$ cat config.mk
export PLATFORM = sky130hd
export DESIGN_NAME = orangecrab_reset_ctrl
export DESIGN_NICKNAME = d
export VERILOG_FILES = /design/src/rtl/orangecrab_reset_ctrl.sv
export SDC_FILE = /design/constraint.sdc
export NUM_CORES = 1
export LEC_CHECK = 0
export ABC_AREA = 0
export CORE_MARGIN = 2
export CORE_UTILIZATION = 56
export CTS_CLUSTER_DIAMETER = 150
export DETAILED_ROUTE_END_ITERATION = 12
export DONT_BUFFER_PORTS = 1
export PLACE_DENSITY = 0.74
export SETUP_SLACK_MARGIN = 0.5
export SKIP_CTS_REPAIR_TIMING = 1
export SLEW_MARGIN = 25
export SYNTH_ARGS = -nofsm -noshare
export SYNTH_HDL_FRONTEND = slang
export SYNTH_SLANG_ARGS = --single-unit
export TNS_END_PERCENT = 10
$ cat constraint.sdc
create_clock -name clk -period 1.8 [get_ports clk]
set_input_delay 0.18 -clock clk [delete_from_list [all_inputs] [get_ports clk]]
set_output_delay 0.18 -clock clk [all_outputs]
set_load 0.01 [all_outputs]
$ cat src/rtl/orangecrab_reset_ctrl.sv
// Board-reset sequencer: qualifies masked requests, runs a cancellable grace countdown,
// then drives nreset_out low (latched or pulsed). Optional key gate: ORANGECRAB_RESET_KEY_EN.
//
// state     | meaning
// ----------|---------------------------------------------------------------
// S_IDLE    | waiting for any masked request (and unlock when keyed)
// S_QUALIFY | request must stay high for HOLD_CYCLES; cancel/drop aborts
// S_ARMED   | grace countdown of DELAY_CYCLES; only cancel aborts
// S_ASSERT  | nreset_out low; held until rst_n (LATCH) or PULSE_CYCLES long
module orangecrab_reset_ctrl #(
   parameter int NUM_REQ      = 2,
   parameter int HOLD_CYCLES  = 1000,
   parameter int DELAY_CYCLES = 256,
   parameter int PULSE_CYCLES = 16,
   parameter bit LATCH        = 1'b1
`ifdef ORANGECRAB_RESET_KEY_EN
   ,
   parameter logic [7:0] KEY  = 8'hA5
`endif
) (
   input  logic               clk,
   input  logic               rst_n,
   input  logic [NUM_REQ-1:0] req,
   input  logic [NUM_REQ-1:0] req_mask,
   input  logic               cancel,
`ifdef ORANGECRAB_RESET_KEY_EN
   input  logic               key_valid,
   input  logic [7:0]         key_data,
`endif
   output logic               nreset_out,
   output logic               busy,
   output logic [NUM_REQ-1:0] src
);

   localparam int MAX_HD = (HOLD_CYCLES > DELAY_CYCLES) ? HOLD_CYCLES : DELAY_CYCLES;
   localparam int MAXV   = (MAX_HD > PULSE_CYCLES) ? MAX_HD : PULSE_CYCLES;
   localparam int CW     = $clog2(MAXV + 1);

   localparam logic [CW-1:0] HOLD_TC = CW'(HOLD_CYCLES);
   localparam logic [CW-1:0] DLY_TC  = CW'(DELAY_CYCLES);
   localparam logic [CW-1:0] PLS_TC  = CW'(PULSE_CYCLES);

   typedef enum logic [1:0] {S_IDLE, S_QUALIFY, S_ARMED, S_ASSERT} state_t;

   state_t              state, state_nxt;
   logic [NUM_REQ-1:0]  req_r;
   logic [NUM_REQ-1:0]  src_nxt;
   logic [CW-1:0]       hold_cnt, hold_nxt;
   logic [CW-1:0]       dly_cnt, dly_nxt;
   logic [CW-1:0]       pls_cnt, pls_nxt;
   logic                nreset_q, nreset_nxt;
   logic                any_r;
   logic                key_ok;
   logic                key_bad;

   assign any_r = |req_r;

`ifdef ORANGECRAB_RESET_KEY_EN
   logic unlocked;

   assign key_ok  = unlocked;
   assign key_bad = key_valid && (key_data != KEY);

   // Leaving the active sequence re-locks, so every sequence needs a fresh key.
   always_ff @(posedge clk) begin
      if (!rst_n)
         unlocked <= 1'b0;
      else if ((state_nxt == S_IDLE) && (state != S_IDLE))
         unlocked <= 1'b0;
      else if (key_valid)
         unlocked <= (key_data == KEY);
   end
`else
   assign key_ok  = 1'b1;
   assign key_bad = 1'b0;
`endif

   always_ff @(posedge clk) begin
      if (!rst_n) begin
         state    <= S_IDLE;
         req_r    <= '0;
         src      <= '0;
         hold_cnt <= '0;
         dly_cnt  <= '0;
         pls_cnt  <= '0;
         nreset_q <= 1'b1;
      end else begin
         state    <= state_nxt;
         req_r    <= req & req_mask;
         src      <= src_nxt;
         hold_cnt <= hold_nxt;
         dly_cnt  <= dly_nxt;
         pls_cnt  <= pls_nxt;
         nreset_q <= nreset_nxt;
      end
   end

   always_comb begin
      state_nxt  = state;
      src_nxt    = src;
      hold_nxt   = hold_cnt;
      dly_nxt    = dly_cnt;
      pls_nxt    = pls_cnt;
      nreset_nxt = nreset_q;
      unique case (state)
         S_IDLE: begin
            nreset_nxt = 1'b1;
            if (any_r && key_ok) begin
               state_nxt = S_QUALIFY;
               hold_nxt  = CW'(1);
               src_nxt   = req_r;
            end
         end
         S_QUALIFY: begin
            if (!any_r || cancel || key_bad) begin
               state_nxt = S_IDLE;
               src_nxt   = '0;
            end else begin
               src_nxt = src | req_r;
               if (hold_cnt == HOLD_TC) begin
                  state_nxt = S_ARMED;
                  dly_nxt   = '0;
               end else begin
                  hold_nxt = hold_cnt + 1'b1;
               end
            end
         end
         S_ARMED: begin
            // cancel beats expiry on the same edge; src kept for readback
            if (cancel) begin
               state_nxt = S_IDLE;
            end else if (dly_cnt == DLY_TC) begin
               state_nxt  = S_ASSERT;
               nreset_nxt = 1'b0;
               pls_nxt    = CW'(1);
            end else begin
               dly_nxt = dly_cnt + 1'b1;
            end
         end
         S_ASSERT: begin
            nreset_nxt = 1'b0;
            if (!LATCH) begin
               if (pls_cnt == PLS_TC) begin
                  state_nxt  = S_IDLE;
                  nreset_nxt = 1'b1;
               end else begin
                  pls_nxt = pls_cnt + 1'b1;
               end
            end
         end
         default: begin
            state_nxt = S_IDLE;
         end
      endcase
   end

   assign nreset_out = nreset_q;
   assign busy       = (state != S_IDLE);

endmodule

-- After elaboration in Yosys (flattened, before gate mapping)
Cells that the tools add are included.
- bitwise gates (word level): 2
- $add $sub $neg: 2
- equality and inequality tests: 14
- muxes and demuxes: 21
- reduce and logical (&&, ||, !) cells: 14
- operator list (operator ; count):
    2-to-1 mux 10 bit ; 7
    case mux 10 bit (2 select lines) ; 2
    adder 10 x 1 -> 10 bit (second input constant) ; 2
    2-to-1 mux 2 bit ; 7
    != test 2 bit (second input constant) ; 7
    equality test 10 bit (second input constant) ; 1
    equality test 10 x 9 -> 1 bit (second input constant) ; 1
    AND reduction 4 bit ; 2
    != test 3 bit (second input constant) ; 2
    case mux 2 bit (3 select lines) ; 1
    nonzero test 2 bit ; 3
    nonzero test 3 bit ; 2
    AND reduction 5 bit ; 1
    equality test 2 bit (second input constant) ; 2
    case mux 2 bit (2 select lines) ; 1
    case mux 1 bit (3 select lines) ; 1
    AND reduction 3 bit ; 1
    bitwise AND 2 bit ; 1
    equality test 2 x 1 -> 1 bit (second input constant) ; 1
    zero test 2 bit ; 1
    2-to-1 mux 1 bit ; 2
    bitwise OR 2 bit ; 1
    AND reduction 2 bit ; 1
    OR reduction 2 bit ; 1
    2 further kinds ; 2
- input port bits: 7
- output and inout port bits: 4
- logic and storage cells: 59
- flip-flop bits (word level): 27

-- Logic depth before layout (Yosys ltp)
- word-level depth: 5
- mapped depth: 8

-- Worst setup path before layout
Ideal clock, no wire load.
- path kind: register to register
- start: register hold_cnt[0]
- end: register dly_cnt[8]
- cell stages (with the launch flop): 8
- path slack: -0.001 ns
- arrival time: 1.717 ns
- path buffers: 0
- period minus slack after synthesis: 1.801 ns
- data required time: 1.716 ns
- path through: dfxtp_1 -> inv_1 -> ha_1 -> nand4bb_4 -> o41ai_4 -> nand4_2 -> or3_1 -> o221ai_1
- word-level cells in the longest chain between the ends: 3
- ends and longest elaborated chain (what ; line ; RTL):
    start, declared ; 48 ; logic [CW-1:0] hold_cnt, hold_nxt;
    start signal, assigned ; 91 ; hold_cnt <= hold_nxt;
    equality test 10 bit ; 120 ; if (hold_cnt == HOLD_TC) begin
    != test 2 bit (no source line) ; -- ;
    AND reduction 5 bit (no source line) ; -- ;
    end signal, assigned ; 92 ; dly_cnt <= dly_nxt;
    end, declared ; 49 ; logic [CW-1:0] dly_cnt, dly_nxt;
Every way passes these cells.
A chain may end at the register's enable or synchronous reset.

-- Worst setup path after layout
- start: register state[1]
- end: register hold_cnt[9]
- word-level cells in the longest chain between the ends: 3
- ends and longest elaborated chain (what ; line ; RTL):
    start, declared ; 45 ; state_t state, state_nxt;
    start signal, assigned ; 88 ; state <= state_nxt;
    equality test 2 x 1 -> 1 bit / zero test 2 bit (equally long branches) ; 105 ; unique case (state)
    != test 2 bit (no source line) / nonzero test 2 bit (equally long branches) ; -- ;
    AND reduction 4 bit (no source line) ; -- ;
Parallel ways exist; a longest one is shown, timed or not.

==> impl_results.md <==
- Worst EP required: 2.03 ns
- Origin of the critical flop-to-flop path: state[1]
- Routed wire per std cell: 15.8 µm
- Total die area: roughly 3200 µm²
- Port bufs: 0
- Worst setup margin: 0.0119 ns
- Pre-antenna DRT Iters: 5
- Total number of vias: 1460
- CP Launch Point: state[1]
- Hold EP: dly_cnt[7]
- R2R Setup Slk: 0.01 ns
- Met3 wire len: ~140 µm
- Die width: ~57 µm
- Yosys reg bits: 27
- Final Cycle Share: roughly 100%
- CP endpoint kind: flop
- Clk slew on worst S/H paths: 0.14 ns
- Skew-Pair Late Insertion Delay: 0.32 ns
- Post-route cell area: around 1900 µm²
- Antenna-violating nets left: 0
- FILL cells: 217
- Leakage power: 0.655 nW
- Initial antenna violation count: 0
- Area of the core: 2710 µm²
- CTS tree: yes
- Met2 wire length: 1870 µm
- Vias in the first global route: 1373
- DRC viols: 0
- WP data arrival: 2.02 ns
- Setup TNS: 0 ns
- Top Ports: 11
- Via density: 6.24
- Dpl cells: between 200 and 250
- Placed Area: 1720 µm²
- Worst r2r dst: hold_cnt[9]
- Clk root buf: clkbuf_4
- HPWL after DPL: 2550 µm
- RSZ-0062 raised after global routing: true
- Worst Setup Start Kind: flop
- Final hold vios: 1
- HP Start: rst_n
- Max Slew Vio Count: 0
- Max_slew headroom: 68.4%
- Worst Tran Pin Value: 0.472 ns
- Final net count: around 220
- Max Fclk: 559 MHz
- GR Overflow Total: 0
- Num CTS Buffers: 3
- R2R depth: 6
- Pre-CTS setup slack: 0.00575 ns
- Classification of the worst setup path: reg -> reg
- Max Cap Viol: 0
- Final WL: 3700 µm
- # H-tree levels: 1
- FFs w/ async S/R, synth: 0%
- Ys flop type: dfxtp_1
- Post-synthesis cell type count: 50
- Crit-path max FO: 10
- Area grow syn2layout: 17.8%
- DRT iter0 DRCs: 46
- Row count: 19
- Hold Path Depth: 2
- Post-synth EDFFs: 0
- Die height: 57.0 µm
- Sequential share of the synthesized area: 34.4%
- Failing checks: negative hold slack
- Synth Net Count: around 200
- Final number of setup-violating endpoints: 0
- HP Class: in -> reg
- Antenna cells: 0
- Mapped Cells: 183
- First-pass GRT wire length: around 6200 µm
- Fin util: 68.3%
- Max clock buf depth: 2
- Pin count of the biggest net entering global routing: 19
- Power Total: 1.08 mW
- Worst clock skew: 0.00228 ns
- Tmin final: approximately 1.8 ns
- Worst hold slack: -0.000417 ns
- Routability Congestion: 0.838
- Synthesis warning total: 0
- Non-filler cells, final: about 230
- Initial Util: 57.9%
- Peak VDD IR: ~700 µV
- DRT met1 WL: 1680 µm
- CTS Sinks: 27
- Layout cell share with drive strength beyond 1: 24.6%
- Max Used Layer: met4
- Cell Area, Synth: 1570 µm²
- Syn avg cell area: between 8 and 9 µm²
- Status: finished, violations left
- Pwr dens: 584 nW/µm²
- Total track usage: around a quarter
registers in the layout (all words and copies together) (netlist names):
| register | count |
|---|---|
| src | 2 |
| hold_cnt | 10 |
| req_r | 2 |
| dly_cnt | 10 |
| state | 2 |
| nreset_out | 1 |
layout by cell type, fill, tap and decap left out, types with 2 or more instances in the layout:
cell type / count
and3_1: 5
nor2_2: 2
o221ai_1: 2
mux2i_1: 2
inv_2: 2
clkbuf_4: 3
o311ai_0: 2
o21ai_0: 9
nor3_1: 5
dfxtp_1: 22
o311ai_1: 2
nand3_1: 7
nor2_1: 21
a31oi_1: 3
nand3b_1: 2
dlygate4sd3_1: 5
dfxtp_2: 5
inv_1: 10
o31ai_1: 2
o221a_2: 5
buf_4: 16
nand2_1: 14
ha_1: 6
nand2b_1: 3
a21oi_1: 7
a221oi_1: 2
o21ai_1: 3
or3b_1: 2
how the worst max path moves through the flow:
stage,end,cells past startpoint
6_report,hold_cnt[9],6
5_1_grt,dly_cnt[4],7
4_1_cts,hold_cnt[8],7
3_5_place_dp,dly_cnt[6],7
3_3_place_gp,dly_cnt[8],7
2_1_floorplan,dly_cnt[8],7
layer usage:
layer / vias up / GRT usage, %
met4: 0 / 6.31
met1: 696 / 32.5
met5: - / 0
li1: 724 / -
met2: 37 / 39.7
met3: 3 / 3.63
Yosys cell counts, types with 2 or more instances:
| cell | n | area share (%) |
|---|---|---|
| a21oi_1 | 8 | 2.5 |
| a221oi_1 | 2 | 1.1 |
| a22oi_1 | 2 | 0.96 |
| a31oi_1 | 3 | 1.2 |
| and3_1 | 5 | 2.0 |
| buf_2 | 3 | 0.96 |
| clkbuf_1 | 2 | 0.48 |
| dfxtp_1 | 27 | 34 |
| ha_1 | 8 | 6.4 |
| inv_1 | 12 | 2.9 |
| mux2i_1 | 2 | 1.3 |
| nand2_1 | 14 | 3.3 |
| nand2b_1 | 3 | 1.2 |
| nand3_1 | 8 | 2.5 |
| nand3b_1 | 2 | 0.96 |
| nand4_2 | 2 | 1.6 |
| nor2_1 | 22 | 5.3 |
| nor3_1 | 5 | 1.6 |
| o21ai_0 | 11 | 3.5 |
| o221a_2 | 5 | 3.6 |
| o221ai_1 | 2 | 1.1 |
| o311ai_0 | 4 | 2.2 |
| o31ai_1 | 2 | 0.96 |
| or2_2 | 2 | 0.80 |
| or3b_1 | 2 | 1.1 |
worst max-delay path: stages (launching register included):
cell and delay (ns):
dfxtp_2 0.36, inv_1 0.07, ha_2 0.19, nand2b_1 0.14, or2_4 0.29, o32a_2 0.29
o311a_1 0.36
cell families after synthesis:
| kind of cell | synth area share, % |
|---|---|
| AOI/OAI and AO/OA | 25.3 |
| adders and majority gates | 6.37 |
| buffers and inverters | 4.54 |
| DFF | 34.4 |
| muxes | 1.27 |
| and+or+nand+nor | 28.0 |
where the power goes:
part,internal [mW],switching (mW)
sequential,0.613,0.0157
clock,0.0869,0.173
combinational,0.0825,0.110
total,0.782,0.299
final cells by class:
class	count	area [µm²]	share of cell area [%]
flip-flops and latches	27	547	29.5
multi-input cells	138	1020	55.1
well taps	31	38.8	2.10
clock buffers	4	26.3	1.42
inverters	13	48.8	2.64
repair buffers	21	170	9.20
No activity file was read; power rests on OpenSTA's default activity.
